## src/rtl/vga_frame_sequencer.sv

```systemverilog
// Pixel-clock frame sequencer: vsync tick detect, frame counter, pause/step, palette latch.
// Ports: clk, reset, vsync, pause_in, step_in, pal_in -> frame, frame_tick, frame_adv, intro_done, palette.
module vga_frame_sequencer #(
  parameter int FRAME_W         = 10,
  parameter int FRAME_DIV       = 1,
  parameter bit SYNC_ACTIVE_LOW = 1'b1
) (
  input  logic               clk,
  input  logic               reset,
  input  logic               vsync,
  input  logic               pause_in,
  input  logic               step_in,
  input  logic [1:0]         pal_in,
  output logic [FRAME_W-1:0] frame,
  output logic               frame_tick,
  output logic               frame_adv,
  output logic               intro_done,
  output logic [1:0]         palette
);

  localparam logic       V_ACT  = !SYNC_ACTIVE_LOW;
  localparam logic [3:0] DIV_M1 = 4'(FRAME_DIV - 1);

  logic               r_vsync_q;
  logic               r_pause_s1, r_pause_s2;
  logic               r_step_s1, r_step_s2, r_step_q;
  logic [1:0]         r_pal_s1, r_pal_s2;
  logic [FRAME_W-1:0] r_frame;
  logic [3:0]         r_pre;
  logic               r_pend;
  logic               r_tick;
  logic               r_adv;
  logic               r_intro;
  logic [1:0]         r_palette;

  logic               w_tick;
  logic               w_step_edge;
  logic               w_do_adv;
  logic [FRAME_W-1:0] w_frame_nxt;
  logic [3:0]         w_pre_nxt;
  logic               w_pend_nxt;
  logic               w_intro_nxt;
  logic [1:0]         w_pal_nxt;

  // Tick fires on the trailing edge of the sync pulse.
  assign w_tick      = (r_vsync_q == V_ACT) && (vsync != V_ACT);
  assign w_step_edge = r_step_s2 & ~r_step_q;

  always_comb begin
    w_frame_nxt = r_frame;
    w_pre_nxt   = r_pre;
    w_intro_nxt = r_intro;
    w_pal_nxt   = r_palette;
    w_pend_nxt  = r_pend | w_step_edge;
    w_do_adv    = 1'b0;
    if (w_tick) begin
      w_pal_nxt = r_pal_s2;
      if (!r_pause_s2) begin
        // A step requested while running is dropped.
        w_pend_nxt = 1'b0;
        if (r_pre == DIV_M1) begin
          w_do_adv = 1'b1;
        end else begin
          w_pre_nxt = r_pre + 4'd1;
        end
      end else if (r_pend || w_step_edge) begin
        // A step edge coinciding with the tick is consumed here.
        w_do_adv   = 1'b1;
        w_pend_nxt = 1'b0;
      end
      if (w_do_adv) begin
        w_frame_nxt = r_frame + FRAME_W'(1);
        w_pre_nxt   = 4'd0;
        if (&r_frame) begin
          w_intro_nxt = 1'b1;
        end
      end
    end
  end

  always_ff @(posedge clk) begin
    if (reset) begin
      r_vsync_q  <= !V_ACT;
      r_pause_s1 <= 1'b0;
      r_pause_s2 <= 1'b0;
      r_step_s1  <= 1'b0;
      r_step_s2  <= 1'b0;
      r_step_q   <= 1'b0;
      r_pal_s1   <= 2'd0;
      r_pal_s2   <= 2'd0;
      r_frame    <= '0;
      r_pre      <= 4'd0;
      r_pend     <= 1'b0;
      r_tick     <= 1'b0;
      r_adv      <= 1'b0;
      r_intro    <= 1'b0;
      r_palette  <= 2'd0;
    end else begin
      r_vsync_q  <= vsync;
      r_pause_s1 <= pause_in;
      r_pause_s2 <= r_pause_s1;
      r_step_s1  <= step_in;
      r_step_s2  <= r_step_s1;
      r_step_q   <= r_step_s2;
      r_pal_s1   <= pal_in;
      r_pal_s2   <= r_pal_s1;
      r_frame    <= w_frame_nxt;
      r_pre      <= w_pre_nxt;
      r_pend     <= w_pend_nxt;
      r_tick     <= w_tick;
      r_adv      <= w_do_adv;
      r_intro    <= w_intro_nxt;
      r_palette  <= w_pal_nxt;
    end
  end

  always @(posedge clk) begin
    assert (FRAME_DIV >= 1 && FRAME_DIV <= 15)
      else $error("vga_frame_sequencer: FRAME_DIV %0d out of range 1..15", FRAME_DIV);
  end

  assign frame      = r_frame;
  assign frame_tick = r_tick;
  assign frame_adv  = r_adv;
  assign intro_done = r_intro;
  assign palette    = r_palette;

endmodule

```

## config.mk

```make
export PLATFORM = sky130hd
export DESIGN_NAME = vga_frame_sequencer
export DESIGN_NICKNAME = d
export VERILOG_FILES = /design/src/rtl/vga_frame_sequencer.sv
export SDC_FILE = /design/constraint.sdc
export NUM_CORES = 1
export LEC_CHECK = 0
export CAP_MARGIN = 10
export CORE_AREA = 2 2 79 66
export DETAILED_ROUTE_END_ITERATION = 16
export DIE_AREA = 0 0 81 68
export DONT_BUFFER_PORTS = 1
export SLEW_MARGIN = 10
export SYNTH_ARGS = -nofsm -noshare
export SYNTH_HDL_FRONTEND = slang
export SYNTH_SLANG_ARGS = --single-unit
export TNS_END_PERCENT = 5
```

## constraint.sdc

```tcl
create_clock -name clk -period 2.7 [get_ports clk]
set_input_delay 0.27 -clock clk [delete_from_list [all_inputs] [get_ports clk]]
set_output_delay 0.27 -clock clk [all_outputs]
set_load 0.005 [all_outputs]
```

# Word level (Yosys, flattened, before mapping)

Index checks and enable logic that the tools add are counted.
Widths: inputs -> output; s select.

$add $sub $neg: 2
Eq/ne operators: 2
Mux-type cells: 10
Bitwise operators: 5
Reductions and logical operators: 7

Operator list:

| operator              | count |
|---|---|
| $mux 4                | 3 |
| $reduce_and 12->1     | 1 |
| $add 10x1->10 const B | 1 |
| $mux 1                | 7 |
| $add 4x1->4 const B   | 1 |
| $logic_not 4->1       | 1 |
| $ne 2x1->1 const B    | 2 |
| $not 1->1             | 3 |
| $reduce_and 3->1      | 1 |
| $reduce_and 2->1      | 1 |
| $reduce_or 2->1       | 1 |
| $and 1x1->1           | 1 |
| $logic_and 1x1->1     | 1 |
| $logic_or 1x1->1      | 1 |
| $or 1x1->1            | 1 |

Flip-flop bits (word level): 30
Bits of input ports: 7
Output and inout bits: 15
Logic and storage cells: 41

# Depth between registers and ports, before layout

Word-level depth: 8
Gate-level depth with buffers: 8
Mapped depth without buffers: 6

# Worst setup path before layout

No wires, ideal clock.

Path kind: register to register
Start: register r_pre[0]
End: register r_frame[9] (netlist: frame[9])
Setup time: 0.071 ns
Arrival: 1.596 ns
Required time: 2.629 ns
Path slack: 1.034 ns
Cell stages (with the launch flop): 8
Path buffers: 1
Clock period less this slack: 1.666 ns
Cells stage by stage: dfxtp_1 > inv_1 > ha_1 > nor3b_2 > o221ai_2 > buf_6 > or4_1 > a21oi_1

Cells in the longest elaborated chain, start to end: 5

RTL lines:

| what                       | line | RTL |
|---|---|---|
| start, declared            | 29   | `logic [3:0] r_pre;` |
| start signal, assigned     | 108  | `r_pre <= w_pre_nxt;` |
| $logic_not 4->1            | 61   | `if (r_pre == DIV_M1) begin` |
| $mux 1                     | 61   |  |
| $mux 1                     | 58   | `if (!r_pause_s2) begin` |
| $mux 1                     | 56   | `if (w_tick) begin` |
| $reduce_and 2->1 (no line) | n/a  |  |
| end signal, assigned       | 107  | `r_frame <= w_frame_nxt;` |
| end, declared              | 28   | `logic [FRAME_W-1:0] r_frame;` |

No other way between the ends. The select of a mux whose other input is x is not followed.
A chain may end at the register's enable or synchronous reset.

# Final worst setup path

Start: register r_pre[0]
End: register r_intro (netlist: intro_done)

Cells in the longest elaborated chain, start to end: 5

RTL lines:

| what                        | line | RTL |
|---|---|---|
| $logic_not 4->1             | 61   |  |
| $mux 1                      | 61   |  |
| $mux 1                      | 58   |  |
| $mux 1                      | 56   |  |
| $reduce_and 12->1 (no line) | n/a  |  |
| end signal, assigned        | 112  | `r_intro <= w_intro_nxt;` |
| end, declared               | 33   | `logic r_intro;` |

No other way between the ends. The select of a mux whose other input is x is not followed.

==> metrics.txt <==
remaining routing DRC violations=0; Fin Clk Skew=0.00552 ns; nets=135; initial antenna violation count=0; synth unique cells=27; Leak Pwr=0.000435 uW; Slew @ Worst Pin=0.780 ns; r2r setup slk=0.75 ns; Critical Path AT=2.18 ns; CP endpoint kind=register; clock sink count=30; GRT Util Overall=8.83%; Initial Util=24.1%; crit-path max FO=20; CTS tree=yes; clock period minus final worst setup slack=1.95 ns; max-cap viol count=0; Hold Path Class=primary input to register; Setup violations, final=0; R2R Path End=intro_done; Root Buffer=clkbuf_8; syn avg cell area=9.36 sq um; DR iter-0 viols=45; Placeable Area=4780 sq um; Final Hold Fails=0; DR vias/cell=4.37; RePlAce Congestion=0.818; DP HPWL=1.46 mm; IO Port Bufs=0; total setup buffers inserted after CTS=0; RSZ-0062 raised after global routing=no; share of layout cells above drive strength 1=9.52%; crit path launch type=register; Min-Delay Endpoint=r_pal_s2[0]; Routed wire per std cell=11.8 um; Site Rows=23; WP data required=2.92 ns; post-route design area=1300 sq um; total CTS buffers=5; die span in x=81 um; Rel. slew slack=48.0%; syn_nets=133; Synth Instances=123; placed insts=180; Synth area leaders=dfxtp_1 (52%), a21oi_1 (5.7%), nor2b_1 (5.4%); mapped cell area=1150 sq um; Max Fclk=0.512 GHz; Reg-to-Reg Start=r_pre[0]; setup TNS=0 ns; worst reg2reg path depth=6; Slew Viols, Final=0; Synth top area share=52.2%; H-Tree Depth=2; CTS max path bufs=2; DR pass1 iterations=4; Worst Hold Depth=1; Non-Filler Instances=188; GRT overflow=0; Worst-Skew Late Latency=0.29 ns; Area Overhead vs Synth=12.6%; hold wc startpoint=reset; ANT cells=0; fin crit share=72.4%; Yosys Warn Count=0; Ports=22; vias in the first global route=778; type of the worst setup path=register to register; Final ANT Viol Nets=0; Yosys reg bits=30; Via Count=822; largest net degree at the start of global routing=31; post-cts sizing count=0; Post-Route WL=2.22 mm; die area=5510 sq um; post-synthesis sequential area ratio=52.2%; Yosys top cell by area=dfxtp_1; placed cell areas=1200 sq um; Clock transition at path regs=0.07 ns; hold buffers post-CTS=0; status=finished, final reports clean; global-route wire length before repair=3.58 mm; maximum VDD drop=299 uV; Power Density=661 nW/um^2; Die Y=68 um
flip-flops by register name, indices dropped and copies added (netlist names):
name / cells
r_step_s2: 1
frame_tick: 1
r_pre: 4
r_pause_s1: 1
r_pause_s2: 1
palette: 2
r_step_s1: 1
frame: 10
r_pal_s1: 2
intro_done: 1
r_pend: 1
r_pal_s2: 2
frame_adv: 1
r_step_q: 1
r_vsync_q: 1
worst max-delay path, cell delays in order (launching register included):
cell and delay (ns):
dfxtp_1 0.33, inv_1 0.10, ha_1 0.15, nor3b_2 0.21, o221ai_2 0.35, or4_1 0.61
a21oi_1 0.14
synthesized netlist by cell type (all sizes together):
cell type / instances
a21oi: 13
a22oi: 1
a31oi: 1
and2b: 1
buf: 2
clkbuf: 3
dfxtp: 30
ha: 3
inv: 4
mux2i: 2
nand2: 9
nand2b: 2
nand3: 3
nand3b: 1
nand4: 2
nor2: 9
nor2b: 10
nor3: 2
nor3b: 1
o21ai: 7
o221ai: 1
o31ai: 4
or2: 2
or3: 4
or4: 5
xor2: 1
logic make-up (layout without fill, tap and decap cells):
group	Yosys count	in the layout	share of synthesized area, %
and+or+nand+nor	51	51	24.6
buffers and inverters	9	12	3.69
AOI/OAI and AO/OA	27	27	13.8
adders and majority gates	3	3	3.26
muxes	2	2	1.74
xor gates and xnor gates	1	1	0.761
DFF	30	30	52.2
how the worst max path moves through the flow:
stage | startpoint | to
3_3_place_gp | r_pre[0] | intro_done
3_5_place_dp | r_pre[0] | frame[9]
6_report | r_pre[0] | intro_done
5_1_grt | r_pre[0] | intro_done
4_1_cts | r_pre[0] | frame[6]
2_1_floorplan | r_pre[0] | frame[9]
final cells by class:
class	instances	area (sq um)
Clock inverter	2	12.5
Fill cell	527	3480
Multi-Input combinational cell	84	508
Inverter	4	15.0
Clock buffer	6	82.6
Tap cell	62	77.6
Sequential cell	30	601
cell usage in the layout (no fill, tap or decap), drive strengths merged, types with 2 or more instances in the layout:
cell	count
dfxtp	30
a21oi	13
nor2b	10
nand2	9
nor2	9
o21ai	7
clkbuf	6
or4	5
inv	4
o31ai	4
or3	4
nand3	3
ha	3
nand2b	2
nand4	2
or2	2
nor3	2
mux2i	2
metrics by stage:
stage	util [%]	setup slack (ns)	power [uW]	hold slack, ns
floorplan	-	1.03	488	0.377
global placement	25.1	0.831	485	0.342
detailed placement	25.1	0.762	485	0.344
CTS	27.1	0.743	867	0.0360
global route	27.1	0.561	885	0.0352
finish	27.1	0.746	856	0.0456
layer usage:
layer	vias up	track usage, %	wire length (um)
met5	-	0	0
li1	434	-	-
met3	5	4.09	146
met2	17	12.4	926
met1	366	10.8	1100
met4	0	5.72	45
where the power goes:
part           internal, uW  switching [uW]
Combinational          8.26            9.40
Clock                   205             177
Sequential              452            4.81
Total                   665             191
Note: power is estimated with default switching activity, not from simulation.
